**config.mk**
```make
export PLATFORM = sky130hd
export DESIGN_NAME = dmem_port_arbiter
export DESIGN_NICKNAME = d
export VERILOG_FILES = /design/src/rtl/dmem_pkg.sv /design/src/rtl/dmem_starve_cnt.sv /design/src/rtl/dmem_port_arbiter.sv
export SDC_FILE = /design/constraint.sdc
export NUM_CORES = 1
export LEC_CHECK = 0
export ABC_AREA = 1
export CORE_MARGIN = 3
export CORE_UTILIZATION = 23
export DETAILED_ROUTE_END_ITERATION = 8
export PLACE_DENSITY_LB_ADDON = 0.3
export SYNTH_ARGS = -nofsm -noshare
export SYNTH_HDL_FRONTEND = slang
export SYNTH_HIERARCHICAL = 1
export SYNTH_SLANG_ARGS = --single-unit
```
**constraint.sdc**
```tcl
create_clock -name clk -period 1.8 [get_ports clk]
set_clock_uncertainty 0.2 [all_clocks]
set_input_delay 0.27 -clock clk [delete_from_list [all_inputs] [get_ports clk]]
set_output_delay 0.27 -clock clk [all_outputs]
set_load 0.02 [all_outputs]
```
**src/rtl/dmem_pkg.sv**
```systemverilog
// Shared data-SRAM port definitions: default widths, read-return owner encoding
// and the active-low strobe levels.
package dmem_pkg;

   localparam int DMEM_ADDR_W = 7;
   localparam int DMEM_DATA_W = 32;

   typedef enum logic [1:0] {
      IDLE   = 2'd0,
      RD_CPU = 2'd1,
      RD_DMA = 2'd2
   } rd_owner_t;

   localparam logic STROBE_ON  = 1'b0;
   localparam logic STROBE_OFF = 1'b1;

endpackage

```
**src/rtl/dmem_starve_cnt.sv**
```systemverilog
// Saturating count of consecutive cycles the DMA port has waited; force_gnt flags the limit.
// Latency: force_gnt is registered-state only; no backpressure, the counter just clears on grant or drop.
module dmem_starve_cnt #(
   parameter int STARVE_LIM = 4
) (
   input  logic clk,
   input  logic rst,
   input  logic dma_req,
   input  logic dma_gnt,
   output logic force_gnt
);

   localparam int CNT_W = $clog2(STARVE_LIM + 1);
   localparam logic [CNT_W-1:0] LIM_V = CNT_W'(STARVE_LIM);

   logic [CNT_W-1:0] wait_cnt;

   always_ff @(posedge clk or posedge rst) begin
      if (rst) begin
         wait_cnt <= '0;
      end else if (!dma_req || dma_gnt) begin
         wait_cnt <= '0;
      end else if (wait_cnt != LIM_V) begin
         wait_cnt <= wait_cnt + 1'b1;
      end
   end

   assign force_gnt = (wait_cnt == LIM_V);

endmodule

```
**src/rtl/dmem_port_arbiter.sv**
```systemverilog
// Two-port arbiter in front of the data SRAM: CPU priority, DMA force-granted after STARVE_LIM waits.
// Latency: grant and SRAM drive same cycle, read data one cycle later; losers are held via cpu_stall / ~dma_gnt.
module dmem_port_arbiter
   import dmem_pkg::*;
#(
   parameter int ADDR_W     = DMEM_ADDR_W,
   parameter int DATA_W     = DMEM_DATA_W,
   parameter int STARVE_LIM = 4
) (
   input  logic              clk,
   input  logic              rst,
   input  logic              cpu_req,
   input  logic              cpu_we,
   input  logic [ADDR_W-1:0] cpu_addr,
   input  logic [DATA_W-1:0] cpu_wdata,
   output logic              cpu_stall,
   output logic              cpu_rvalid,
   output logic [DATA_W-1:0] cpu_rdata,
   input  logic              dma_req,
   input  logic              dma_we,
   input  logic [ADDR_W-1:0] dma_addr,
   input  logic [DATA_W-1:0] dma_wdata,
   output logic              dma_gnt,
   output logic              dma_rvalid,
   output logic [DATA_W-1:0] dma_rdata,
   output logic              CEN,
   output logic              WEN,
   output logic              OEN,
   output logic [ADDR_W-1:0] A,
   output logic [DATA_W-1:0] Data2Mem,
   input  logic [DATA_W-1:0] ReadDataMem
);

   logic      force_gnt;
   logic      cpu_gnt;
   rd_owner_t state_q, state_d;

   dmem_starve_cnt #(
      .STARVE_LIM(STARVE_LIM)
   ) u_starve_cnt (
      .clk      (clk),
      .rst      (rst),
      .dma_req  (dma_req),
      .dma_gnt  (dma_gnt),
      .force_gnt(force_gnt)
   );

   // Gating with rst drops the SRAM strobes the instant reset asserts.
   assign dma_gnt   = dma_req & ~rst & (~cpu_req | force_gnt);
   assign cpu_gnt   = cpu_req & ~rst & ~dma_gnt;
   assign cpu_stall = cpu_req & ~cpu_gnt;

   always_comb begin
      CEN      = STROBE_OFF;
      WEN      = STROBE_OFF;
      OEN      = STROBE_OFF;
      A        = '0;
      Data2Mem = '0;
      if (cpu_gnt) begin
         CEN = STROBE_ON;
         A   = cpu_addr;
         if (cpu_we) begin
            WEN      = STROBE_ON;
            Data2Mem = cpu_wdata;
         end else begin
            OEN = STROBE_ON;
         end
      end else if (dma_gnt) begin
         CEN = STROBE_ON;
         A   = dma_addr;
         if (dma_we) begin
            WEN      = STROBE_ON;
            Data2Mem = dma_wdata;
         end else begin
            OEN = STROBE_ON;
         end
      end
   end

   always_ff @(posedge clk or posedge rst) begin
      if (rst) begin
         state_q <= IDLE;
      end else begin
         state_q <= state_d;
      end
   end

   // Next owner depends only on this cycle's grant, so a new read overlaps the previous return.
   always_comb begin
      state_d = IDLE;
      if (cpu_gnt && !cpu_we) begin
         state_d = RD_CPU;
      end else if (dma_gnt && !dma_we) begin
         state_d = RD_DMA;
      end
   end

   assign cpu_rvalid = (state_q == RD_CPU);
   assign dma_rvalid = (state_q == RD_DMA);
   assign cpu_rdata  = cpu_rvalid ? ReadDataMem : '0;
   assign dma_rdata  = dma_rvalid ? ReadDataMem : '0;

endmodule

```
* Word-level counts from Yosys, hierarchy flattened
Index checks and enable logic that the tools add are counted.
** Cells by class
- Add/sub/neg operators :: 1
- Equality and inequality tests :: 4
- Multiplexer cells :: 22
- Bitwise gates (word level) :: 10
- Reductions and logical operators :: 7
** Operators with widths (number)
- $mux 32 :: 6
- $mux 7 :: 2
- $mux 1 :: 10
- $mux 3 :: 2
- $and 1x1->1 :: 5
- $mux 2 :: 2
- $not 1->1 :: 4
- $add 3x1->3 const B :: 1
- $eq 3x3->1 const B :: 1
- $logic_not 1->1 :: 3
- $ne 3x3->1 const B :: 1
- $eq 2x1->1 const B :: 1
- $eq 2x2->1 const B :: 1
- $logic_and 1x1->1 :: 2
- $reduce_bool 2->1 :: 1
- $logic_or 1x1->1 :: 1
- $or 1x1->1 :: 1
** Word-level totals
- Register bits after elaboration :: 5
- Input bits :: 116
- Output and inout bits :: 110
- Word-level logic and storage cells :: 46

* Logic depth before layout (Yosys ltp)
Gate-level depths: netlist (run 1).
- Depth in word-level cells :: 7
- Mapped depth :: 11

* Modules after synthesis
Netlist (run 1), hierarchy kept.
** By module, submodules not included
- dmem_port_arbiter :: instances 1, cells an instance 304, area each 1433.9 um^2, sequential area each 50.0 um^2
- dmem_starve_cnt :: instances 1, cells an instance 28, area each 197.7 um^2, sequential area each 75.1 um^2

* Worst setup path after synthesis (run 1)
No wires, ideal clock.
- Path type :: register -> output
- From :: register u_starve_cnt.wait_cnt[0]
- To :: output A[0]
- Arrival time :: 1.566 ns
- Required time :: 1.330 ns
- Setup slack :: -0.236 ns
- Cell stages (with the launch flop) :: 11
- Buffers on the path :: 0
- Cells stage by stage :: dfrtp_1 inv_1 ha_1 nand2_2 inv_2 inv_1 nand2_2 nand2_2 clkinv_1 nand2_1 nand2_1
** On the way
- Longest elaborated chain between the ends :: 6
** Ends and longest elaborated chain
- start: declaration :: line dmem_starve_cnt.sv:16 : logic [CNT_W-1:0] wait_cnt;
- start signal: assignment :: line dmem_starve_cnt.sv:24 : wait_cnt <= wait_cnt + 1'b1;
- $eq 3x3->1 (*) :: line dmem_starve_cnt.sv:28 : assign force_gnt = (wait_cnt == LIM_V);
- named net force_gnt :: line dmem_port_arbiter.sv:34 : logic force_gnt;
- $or 1x1->1 (*) :: line dmem_port_arbiter.sv:49 : assign dma_gnt = dma_req & ~rst & (~cpu_req | force_gnt);
- $and 1x1->1 (*) :: line dmem_port_arbiter.sv:49
- named net dma_gnt :: line dmem_port_arbiter.sv:23 : output logic dma_gnt,
- $not 1->1 :: line dmem_port_arbiter.sv:50 : assign cpu_gnt = cpu_req & ~rst & ~dma_gnt;
- $and 1x1->1 :: line dmem_port_arbiter.sv:50
- $mux 7 (*) :: line dmem_port_arbiter.sv:59 : if (cpu_gnt) begin
- end: declaration :: line dmem_port_arbiter.sv:29 : output logic [ADDR_W-1:0] A,
The timed path passes the listed nets; every way through them passes the cells marked *.

* Worst setup path in the final report (run 1)
- From :: register u_starve_cnt.wait_cnt[0]
- To :: output Data2Mem[13]
** On the way
- Longest elaborated chain between the ends :: 6
** Ends and longest elaborated chain
- $eq 3x3->1 (*) :: line dmem_starve_cnt.sv:28
- named net force_gnt :: line dmem_port_arbiter.sv:34
- $or 1x1->1 (*) :: line dmem_port_arbiter.sv:49
- $and 1x1->1 (*) :: line dmem_port_arbiter.sv:49
- $not 1->1 :: line dmem_port_arbiter.sv:50
- $and 1x1->1 :: line dmem_port_arbiter.sv:50
- $mux 32 (*) :: line dmem_port_arbiter.sv:59
- end: declaration :: line dmem_port_arbiter.sv:30 : output logic [DATA_W-1:0] Data2Mem,
Marks and branches as above.

==> results by stage, run 1 <==
Status:
- The flow ran to the end, but the final reports show violations.
- The checks that failed: setup timing.

Finish:
- The layout-stage area growth over the synthesis result is 192%.
- The filler cells instantiated in the layout total 579.
- Of the cells placed in the final design, the portion with a size suffix greater than 1 is 0.417.
- The antenna diode count is 0.
- The number of nets in the layout is 721.
- The sequential cells in the finished layout cover a total of 125 um^2.
- Summing all non-filler instances in the final layout gives an area of 0.00476 mm^2.
- The total area of multi-input combinational cells is 0.00146 mm^2.

Timing:
- The hold slack is 40.0 ps.
- The total setup violations reported at the end of the flow is 44.
- The share of the clock period used by the worst path after layout is 1.23.
- The smallest clock period supported by the final layout is computed as 2220 ps.
- The number of failing hold endpoints at the final stage is 0.
- The total count of max-transition violations in the final report is 0.
- The measured slew at the worst slew-check pin is 245 ps.
- Setup repair after global routing could not meet its margin everywhere.
- In the final timing run, aggregate negative setup slack is -16,250 ps.
- The highest attainable clock frequency is 451 MHz.
- The max-slew headroom at the worst pin is 0.837.
- Once routing completed, OpenROAD measured the worst setup slack at -418 ps.

Synthesis:
- The count of flip-flops with a built-in enable after synthesis is 0.
- The post-synthesis xor/xnor area fraction is 0.
- In this run the mean area of a mapped cell was 4.91 um^2.
- The primary flip-flop cell chosen by synthesis mapping is dfrtp_1.
- Of the total synthesized cell area, the portion taken by AND, OR, NAND and NOR gates is 0.706.
- The sequential fraction of the synthesis area is 0.0767.
- By area, the combinational part of the netlist is dominated by simple AND/OR/NAND/NOR gates.
- The area share of the leading cell type in the synthesized netlist is 0.209.
- The number of warnings issued by yosys is 6.
- In the synthesized netlist the async set-or-reset flop fraction comes to 1.00.
- Of the total synthesized cell area, the portion taken by full adders, half adders and majority gates is 0.0153.
- Summed over all instances, the cell type with the most area after synthesis is nand2_1.
- The unique cell type count in the Yosys netlist is 18.
- The compound-gate portion of the synthesized area came to 0.00307.
- Yosys instantiated no cell more often than nand2_1.
- The commonest cells after synthesis are nand2_1 (91), nor2_1 (67), inv_1 (51).
- The synthesized instance count is 332.
- The number of flip-flops and latches in the synthesized netlist is 5.
- The post-synth design cell area is 0.00163 mm^2.
- Sorting the synthesized cells by area gives the leading types as nand2_1 (21%), nor2_1 (15%), nand3b_1 (15%).
- The net count after synthesis is 450.
- The fraction of synthesized area in multiplexers is 0.

Power and ir drop:
- The overall power of the completed layout is 1470 uW.
- The share of total power dissipated in the clock network is 0.151.
- The portion of total power attributed to sequential cells is 0.092.
- Dividing total power by cell area gives a power density of 309 mW/mm^2.
- The share of power burned in combinational logic is 0.757.
- The switching component of the power is 568 uW.
- The cell-internal power is 903 uW.
- IR analysis of the VDD net gives a maximum drop of 227 uV.
- The leakage component of the power is 0.00249 uW.
- The switching portion of total power is 0.386.

Critical path:
- Counting cells, the worst reg-to-reg path comes to 14.
- The required time at the worst-slack endpoint is 1330 ps.
- Of all nets on the critical path, the largest fanout is 16.
- The capture point of the worst reg-to-reg path is u_starve_cnt/wait_cnt[0].
- The data arrival time at the worst-slack endpoint is 1750 ps.
- STA classifies the critical path endpoint as an output pin.
- The type of the setup path with the least slack is reg -> out.
- The element type at the critical path start is a flop.
- The worst register-to-register path has a setup slack of -320 ps.
- The startpoint of the lowest-slack register-to-register path is u_starve_cnt/wait_cnt[0].

Clock tree:
- The CTS buffer count is 3.
- The maximum count of clock buffers along a single path is 2.
- The tree is rooted in a clkbuf_8.
- The clock tree from TritonCTS is built.
- The clock reaches the later pin of the worst-skew pair after 230 ps.
- After clock tree synthesis, the clock-pin slew on the worst setup and hold paths is 40 ps.
- Counting every sink on the clock net gives 5.
- CTS built an H-tree with a depth of 1.

Routing:
- After detailed routing, the number of remaining DRC violations is 0.
- In this run, the number of DRC markers left after iteration 0 of detailed routing was 56.
- The first TritonRoute pass finished after 5 iterations.
- The post-detailed-route wirelength per cell is 15.1 um.
- The total number of vias is 3,277.
- In this run the remaining antenna-violating nets after routing total 0.
- The total wire length after detailed routing is 10,600 um.
- Dividing the detail-routed via count by the number of cells gives 4.69.

Floorplanning:
- The floorplan step set the die height to 90.2 um.
- The effective utilization at floorplan is 0.239.
- The x dimension of the die is 90.2 um.
- The initialized floorplan defines 30 standard-cell rows.
- The number of I/O pins is 226.
- The core region is 0.00683 mm^2.
- The area of the die is 0.00814 mm^2.

Hold path:
- The class of the tightest hold or removal check is in -> async.

Global routing:
- The maximum number of pins on one net before global-route repair is 34.
- The first global-routing pass estimated 16,200 um of wire.
- For this run, the total global-route usage over all layers was measured as 0.241.
- The initial antenna violation count is 0.
- For this run the aggregate overflow at the end of global routing stands at 0.
- The number of global-route vias before repair is 3,368.

Placed design:
- The final weighted congestion in routability-driven placement is 0.820.
- The port buffer count is 225.
- The total cell area at the placement stage is 0.00434 mm^2.
- The HPWL after detailed placement is 7520 um.
- At the placement stage, the worst setup path has a slack of -777 ps.

Flow run:
- The number of maximum-capacitance constraint violations is 0.
[metal layers]
layer,share of wire,wire length [um],up-vias,global-route usage
met4,0.050,527,0,0.130
li1,-,-,1584,-
met1,0.34,3610,1478,0.224
met3,0.077,817,35,0.0636
met5,0,0,-,0
met2,0.53,5610,180,0.469
[cell type report]
class                           count  share of cell area
Timing Repair inverter              1             0.00184
Clock buffer                        4             0.00947
Multi-Input combinational cell    247               0.308
Timing Repair Buffer              292               0.584
Tap cell                           96              0.0252
Sequential cell                     5              0.0263
Inverter                           53              0.0455
[how the worst max path moves through the flow]
stage	from	to	slack, ps
after global placement	rst	OEN	-770
after detailed placement	rst	A[2]	-780
final	u_starve_cnt/wait_cnt[0]	Data2Mem[13]	-420
after CTS	u_starve_cnt/wait_cnt[0]	u_starve_cnt/wait_cnt[0]	-420
after floorplan	u_starve_cnt/wait_cnt[0]	Data2Mem[29]	-20
after global routing	u_starve_cnt/wait_cnt[0]	Data2Mem[11]	-490
[kinds of logic after synthesis]
logic type,after synthesis
buffers and inverters,81
DFF,5
adders and majority gates,2
AOI/OAI and AO/OA,1
and+or+nand+nor,243
[worst max-delay path, stage by stage (launching register included)]
cell      delay, ps
dfrtp_1         400
inv_2           100
ha_4            150
nand2_4          60
inv_4            80
inv_4            40
nand2_8         130
nand2_8         100
buf_12          160
nand3b_1        100
nand2_2          70
buf_6           130
[power by group through the flow]
stage          Combinational [uW]  Clock [uW]  Sequential, uW
5_1_grt                      1180         233             137
3_3_place_gp                  879           0             132
2_1_floorplan                 365           0             132
6_report                     1110         222             136
3_5_place_dp                  894           0             133
4_1_cts                      1080         218             132
[flip-flops by register name, summed over array words and instances (netlist names)]
name	cells
u_starve_cnt/wait_cnt	3
state_q	2
[stage by stage]
step | cells | utilization
6_report | 698 | 0.696
5_1_grt | 698 | 0.696
4_1_cts | 693 | 0.701
3_5_place_dp | 658 | 0.635
3_3_place_gp | 658 | 0.635
2_1_floorplan | 332 | -
[cell usage in the layout, fill, tap and decap left out]
cell and instances:
nor2_1 66, clkbuf_1 1, nand3_1 2, nand3_2 9, buf_8 2, dlygate4sd2_1 1
ha_1 1, inv_1 45, nand2_2 41, clkbuf_8 3, nand2_4 2, dfrtp_1 5
nand2_1 49, buf_4 43, nor2_2 1, nand2_8 3, nor2_4 3, buf_2 34
dlygate4sd3_1 1, clkbuf_2 25, clkdlybuf4s15_2 5, clkinv_8 1, buf_6 52, nand4_1 33
inv_2 5, inv_4 2, nand3_4 3, clkdlybuf4s15_1 3, ha_4 1, bufbuf_16 3
a21oi_4 1, clkdlybuf4s50_1 112, inv_6 1, buf_12 11, nand3b_1 32
[what timing repair did]
| action | 4_1_cts | 5_1_grt |
|---|---|---|
| endpoints found under the setup margin | 112 | 88 |
| buffers inserted | 25 | 7 |
| pin swaps | 25 | 10 |
| gates resized for setup | 494 | 55 |
| gates cloned | 6 | 1 |
| hold endpoints to repair | 0 | 3 |
| hold buffers | 0 | 1 |
Note: power is estimated with default switching activity, not from simulation.
==> run 2, diff against run 1 <==
- CORE_AREA: default -> 2 2 88 90
- CORE_MARGIN: 3 -> default
- CORE_UTILIZATION: 23 -> default
- DIE_AREA: default -> 0 0 90 92
- clock period: 1.8 -> 2.6 ns (I/O delays scaled with it)
==> results by stage, run 2 (same netlist as run 1, synthesis figures left out) <==
Global routing:
- Entering global routing, the biggest net connects 36 pins.
- The first global-routing pass estimated 14,100 um of wire.
- The overall track demand over capacity in global routing is 0.206.
- The number of global-route vias before repair is 2,975.
- The total overflow left after global routing is 0.
- The initial antenna violation count is 0.

Critical path:
- The number of cell instances on the worst register-to-register path is 12.
- The required time at the worst-slack endpoint is 2010 ps.
- The type of the setup path with the least slack is reg -> out.
- The worst setup path is launched from a flop.
- Along the worst path, the maximum fanout reaches 18.
- STA classifies the critical path endpoint as an output pin.
- Data arrives at the worst endpoint at 1890 ps.

Routing:
- The total number of vias is 2,955.
- The detailed-router iteration count before antenna repair is 4.
- The total wire length after detailed routing is 8990 um.
- The residual antenna-violating net count after detailed routing is 0.
- After detailed routing, the number of vias per cell comes to 4.48.
- The DRC violation total after the first TritonRoute iteration is 92.
- In the routed design, unresolved DRC markers number 0.
- The post-detailed-route wirelength per cell is 13.6 um.

Power and ir drop:
- The share of total power dissipated in combinational logic is 0.709.
- The internal portion of the total power is 505 uW.
- The leakage component of the power is 0.00208 uW.
- The switching component of the power is 317 uW.
- For this design the ratio of total power to cell area is 201 mW/mm^2.
- The switching portion of total power is 0.385.
- Summing internal, switching and leakage power gives 822 uW.
- The portion of total power attributed to sequential cells is 0.111.
- The worst IR drop on VDD is 92.9 uV.
- The share of total power dissipated in the clock network is 0.181.

Finish:
- Summing all non-filler instances in the final layout gives an area of 0.00409 mm^2.
- The number of flip-flops in the largest register is 3.
- Ranked by flip-flop count, first place goes to u_starve_cnt/wait_cnt.
- For this run, the share of the core covered by cells in the final layout is 0.550.
- The number of nets in the layout is 676.
- The area taken by flip-flops and latches is 125 um^2.
- Summing all multi-input logic gate instances after layout gives 0.00121 mm^2.
- The filler cell count is 755.
- The fraction of final layout cells sized beyond drive strength 1 is 0.120.
- The largest registers in the layout are u_starve_cnt/wait_cnt: 3 flops, state_q: 2 flops.
- The library cells used most frequently in the layout, excluding fill and tap cells, are clkdlybuf4s50_1 (181), nand2_1 (91), nor2_1 (67).
- The area growth from synthesis to layout is 151%.
- The antenna diode count is 0.
- The commonest non-fill, non-tap cell in the layout is clkdlybuf4s50_1.

Timing:
- The worst path meets setup with 122 ps of slack.
- The number of failing hold endpoints at the final stage is 0.
- The measured slew at the worst slew-check pin is 330 ps.
- The total count of max-transition violations in the final report is 0.
- The share of the clock period used by the worst path after layout is 0.953.
- The total setup violations reported at the end of the flow is 0.
- Measured against its own limit, the worst slew margin works out to 0.779.
- The highest attainable clock frequency is 404 MHz.
- The hold slack is 368 ps.
- Setup repair after global routing left no endpoint under its margin.
- The clock period could shrink to 2480 ps.

Floorplanning:
- Measured along the x axis, the die boundary spans 90 um.
- The area of the die is 0.00828 mm^2.
- The initialized floorplan defines 32 standard-cell rows.
- The number of I/O pins is 226.
- Measured along the y axis, the die boundary spans 92 um.
- The area of the core is 0.00745 mm^2.
- The initial utilization of the core area, before any placement, comes to 0.219.

Placed design:
- The count of buffers added on input and output ports is 225.
- At the placement stage, the worst setup path has a slack of -169 ps.
- The total cell area at the placement stage is 0.00416 mm^2.
- The half-perimeter wire length of the detailed placement result is 7200 um.
- The final weighted congestion in routability-driven placement is 0.825.

Clock tree:
- The buffer cell driving the clock tree root is clkbuf_8.
- The number of hold-repair buffers added at the cts stage is 0.
- The post-CTS clock slew at the launch and capture registers of the worst setup and hold paths is 40 ps.
- The number of setup buffers added after CTS is 0.
- The maximum count of clock buffers along a single path is 2.
- TritonCTS built the clock tree.
- The number of clock sinks seen by CTS is 5.
- The maximum level of the CTS H-tree is 1.
- The CTS buffer count is 3.
- The later pin in the worst-skew pair is clocked with a latency of 220 ps.

Hold path:
- The min-delay analysis places its worst path in the category in -> async.

Status:
- The flow ran to the end, and the final reports show no timing, DRC or antenna violations.

Flow run:
- Across the run, the number of max-cap violations was 0.
==> run 2: cell types whose count changed in the layout (fill, tap and decap cells not counted), sizes merged <==
cell           change
bufbuf             -2
clkbuf            -15
inv                -1
clkdlybuf4s15      -4
dlymetal6s2s       +1
clkdlybuf4s50     +69
dlygate4sd3        -1
buf               -98
dlygate4sd2        +6
==> run 2: worst max-delay path: stages, from the launching register on <==
cell	delay (ps)
dfrtp_1	370
inv_1	90
ha_2	200
nand2_2	80
inv_2	70
inv_1	60
nand2_4	90
nand2_4	90
buf_12	170
nand3b_1	80
nand2_1	60
dlygate4sd2_1	320
==> run 2: per-layer routing <==
| metal | up-vias | part of all wire | global-route usage |
|---|---|---|---|
| met5 | - | 0 | 0 |
| met2 | 149 | 0.51 | 0.396 |
| met3 | 7 | 0.11 | 0.0781 |
| met1 | 1310 | 0.37 | 0.211 |
| li1 | 1489 | - | - |
| met4 | 0 | 0.0093 | 0.0474 |
==> run 2: power by group through the flow <==
| stage | clock, uW | sequential (uW) | combinational, uW |
|---|---|---|---|
| floorplan | 0 | 91.5 | 234 |
| global placement | 0 | 90.8 | 593 |
| detailed placement | 0 | 91.5 | 598 |
| CTS | 152 | 90.5 | 592 |
| global route | 157 | 91.6 | 630 |
| finish | 149 | 90.8 | 583 |
==> run 2: metrics by stage <==
step	std cells	TNS, ps
after detailed placement	653	-5570
after CTS	658	-11.4
final	659	0
after global routing	659	0
after floorplan	332	0
after global placement	653	-4690
==> run 2: final cells by class <==
cell class,instances,share of cell area
timing repair buffer,248,0.584
multi-input combinational,247,0.295
inverter,53,0.0486
tap,102,0.0312
sequential,5,0.0306
clock buffer,4,0.0110
==> run 2: what timing repair did <==
item | CTS | global route
cloned | 1 | 1
resized for setup | 90 | 49
pin swaps | 1 | 1
endpoints found under the setup margin | 43 | 40
==> run 2: worst paths after layout <==
path                                           from                       end  slack [ps]
setup reg to reg           u_starve_cnt/wait_cnt[0]  u_starve_cnt/wait_cnt[2]         740
setup / recovery           u_starve_cnt/wait_cnt[0]               Data2Mem[9]         120
max in group asynchronous                       rst  u_starve_cnt/wait_cnt[0]        1680
hold / removal                                  rst                state_q[1]         370
hold reg to reg            u_starve_cnt/wait_cnt[1]  u_starve_cnt/wait_cnt[1]         410
min in group clk           u_starve_cnt/wait_cnt[1]  u_starve_cnt/wait_cnt[1]         410
==> run 3, diff against run 2 <==
- clock period: 2.6 -> 3.1 ns (I/O delays scaled with it)
==> results by stage, run 3 (same netlist as run 1, synthesis figures left out) <==
Placed design:
- The number of placed cells counting well taps is 640.
- At the end of routability-driven placement, the weighted congestion stood at 0.829.
- The worst slack at placement is 53.5 ps.
- Summed over all nets, the half-perimeter wirelength after detailed placement is 7070 um.
- Buffers placed on the I/O ports in this run total 225.

Finish:
- Compared with the post-synthesis result, the final layout area differs by 154%.
- The library cell used most frequently in the layout, excluding fill and tap cells, is clkdlybuf4s50_1.
- The register with the most flip-flops in the layout has 3 of them.
- The number of nets in the layout is 661.
- Counting the fill cells in the layout gives 740.
- The largest registers in the layout are u_starve_cnt/wait_cnt: 3 flops, state_q: 2 flops.
- Of the cells placed in the final design, the portion with a size suffix greater than 1 is 0.0369.
- The top cell types in the final layout, fill and taps aside, are clkdlybuf4s50_1 (199), nand2_1 (91), nor2_1 (67).
- The antenna diode count is 0.
- Counting flops per register, the top entry is u_starve_cnt/wait_cnt.
- Once layout is complete, the cells apart from fillers number 644.
- The post-layout utilization of the core is 0.555.

Routing:
- The number of vias per cell after detailed routing is 4.60.
- The residual antenna-violating net count after detailed routing is 0.
- The DRC violation total after the first TritonRoute iteration is 101.
- The post-detailed-route wirelength per cell is 13.9 um.
- After detailed routing, the total wire length is 8960 um.
- The detailed-router iteration count before antenna repair is 4.
- In the routed design, unresolved DRC markers number 0.
- The final route contains 2,961 vias.

Power and ir drop:
- Power spread over the standard cell area amounts to 162 mW/mm^2.
- VDD sags by at most 104 uV.
- Summing internal, switching and leakage power gives 672 uW.
- The switching component of the power is 255 uW.
- Of the total power, the share spent switching nets is 0.380.
- Of the total power, the clock network draws 0.177.
- The share of total power dissipated in sequential elements is 0.115.
- The cell-internal power is 417 uW.
- The share of power burned in combinational logic is 0.708.
- The leakage component of the power is 0.00234 uW.

Global routing:
- The maximum number of pins on one net before global-route repair is 44.
- The number of global-route vias before repair is 2,888.
- In the global route stage, overall resource usage came out at 0.204.
- The first global-routing pass estimated 14,000 um of wire.
- The overflow left after global routing is 0.
- The initial antenna violation count is 0.

Critical path:
- The critical path goes through inv_1, ha_1, nand2_2, inv_2, inv_1, nand2_2, nand2_4, buf_12, nand3b_1, nand2_1, clkdlybuf4s50_1.
- The critical path is of the reg -> out type.
- The critical path contains buffers and inverters numbering 5 combined.
- The required time at the worst-slack endpoint is 2430 ps.
- STA puts the critical path data arrival time at 2320 ps.
- The worst setup path is launched from a flop.
- The endpoint class of the critical path is an output pin.
- The slack of the worst reg-to-reg path is 1140 ps.
- In this run the critical register-to-register path is captured at u_starve_cnt/wait_cnt[0].
- The longest individual stage delay on the worst path is 600 ps.
- The worst-path cell with the longest stage delay is clkdlybuf4s50_1.
- Of all nets on the critical path, the largest fanout is 35.
- The number of cell instances on the worst register-to-register path is 11.
- The cell family with the largest share of critical-path delay is buffers and inverters.
- The startpoint of the lowest-slack register-to-register path is u_starve_cnt/wait_cnt[0].

Clock tree:
- The number of clock buffers added by TritonCTS is 3.
- The clock net in this run drives a total of 5 sinks.
- Clock-pin slew was measured on the worst setup and hold paths at 30 ps.
- In this run the number of H-tree levels came out at 1.
- The insertion delay to the later sink of the worst-skew pair is 220 ps.
- In this run the clock root is driven by a clkbuf_8.
- TritonCTS built the clock tree.
- The number of setup buffers added after CTS is 0.
- The longest clock path from root to sink contains 2 buffers.

Flow run:
- The number of maximum-capacitance constraint violations is 0.

Floorplanning:
- In this run the standard cell core region covers 0.00745 mm^2.
- The x dimension of the die is 90 um.
- The die covers 0.00828 mm^2.
- The number of placement rows is 32.
- In this run the count of I/O pins placed on the die edge is 226.
- The initial utilization of the core area, before any placement, comes to 0.219.
- The height of the die is 92 um.

Timing:
- The share of the clock period used by the worst path after layout is 0.963.
- The total count of max-transition violations in the final report was 0.
- Setup violations remaining at the end of the flow were counted as 0.
- The setup slack after layout is 114 ps.
- The number of failing hold endpoints at the final stage is 0.
- The measured slew at the worst slew-check pin is 337 ps.
- The clock period minus worst slack is 2990 ps.
- Based on the critical path, the design can be clocked at up to 335 MHz.
- The max-slew headroom at the worst pin is 0.775.

Hold path:
- The class of the tightest hold or removal check is reg -> reg.
- The beginning of the worst hold path is u_starve_cnt/wait_cnt[1].
- The capture endpoint of the worst hold path is u_starve_cnt/wait_cnt[1].
- The cell depth of the worst hold path is 2.

Status:
- The run finished with clean final reports.
[run 3: through the flow]
stage	cell area (um^2)	hold slack, ps	TNS, ps
after detailed placement	4010	336	0
after CTS	4060	345	0
after global placement	4010	329	0
after global routing	4140	411	-29.3
final	4140	342	0
after floorplan	1630	14.5	0
[run 3: worst max path at each step]
| stage | startpoint | to | slack (ps) | cells after the start |
|---|---|---|---|---|
| after floorplan | u_starve_cnt/wait_cnt[0] | A[0] | 870 | 10 |
| after global placement | dma_req | A[6] | 90 | 8 |
| after detailed placement | dma_req | A[2] | 50 | 8 |
| after CTS | u_starve_cnt/wait_cnt[0] | Data2Mem[10] | 50 | 11 |
| after global routing | u_starve_cnt/wait_cnt[0] | Data2Mem[24] | -10 | 11 |
| final | u_starve_cnt/wait_cnt[0] | Data2Mem[20] | 110 | 11 |
[run 3: final cells by class]
| cell class | instances | area [um^2] | share of cell area |
|---|---|---|---|
| Timing Repair Buffer | 234 | 2450 | 0.591 |
| Multi-Input combinational cell | 246 | 1190 | 0.288 |
| Inverter | 53 | 200 | 0.0484 |
| Tap cell | 102 | 128 | 0.0309 |
| Sequential cell | 5 | 125 | 0.0302 |
| Clock buffer | 4 | 45.0 | 0.0109 |
[run 3: timing repair]
| item | 4_1_cts | 5_1_grt |
|---|---|---|
| setup endpoints to repair | 6 | 40 |
| hold buffers | 0 | 0 |
| gates resized for setup | 1 | 30 |
[run 3: worst reg2reg max path, delay by kind of cell (launching register included)]
kind | cells | cell delay [ps]
fa+ha+maj | 1 | 220
buf+inv | 5 | 450
flops | 1 | 360
simple gates | 5 | 670
[run 3: routing by layer]
metal,global-route usage,vias up,part of all wire
li1,-,1454,-
met1,0.230,1341,0.38
met2,0.384,161,0.52
met3,0.0542,5,0.096
met4,0.0397,0,0.0076
met5,0,-,0
[run 3: power by group through the flow]
stage | Clock (uW) | Sequential, uW | Combinational, uW
5_1_grt | 126 | 78.7 | 510
3_5_place_dp | 0 | 78.1 | 475
3_3_place_gp | 0 | 77.4 | 471
6_report | 119 | 77.3 | 475
2_1_floorplan | 0 | 76.8 | 196
4_1_cts | 121 | 77.3 | 477
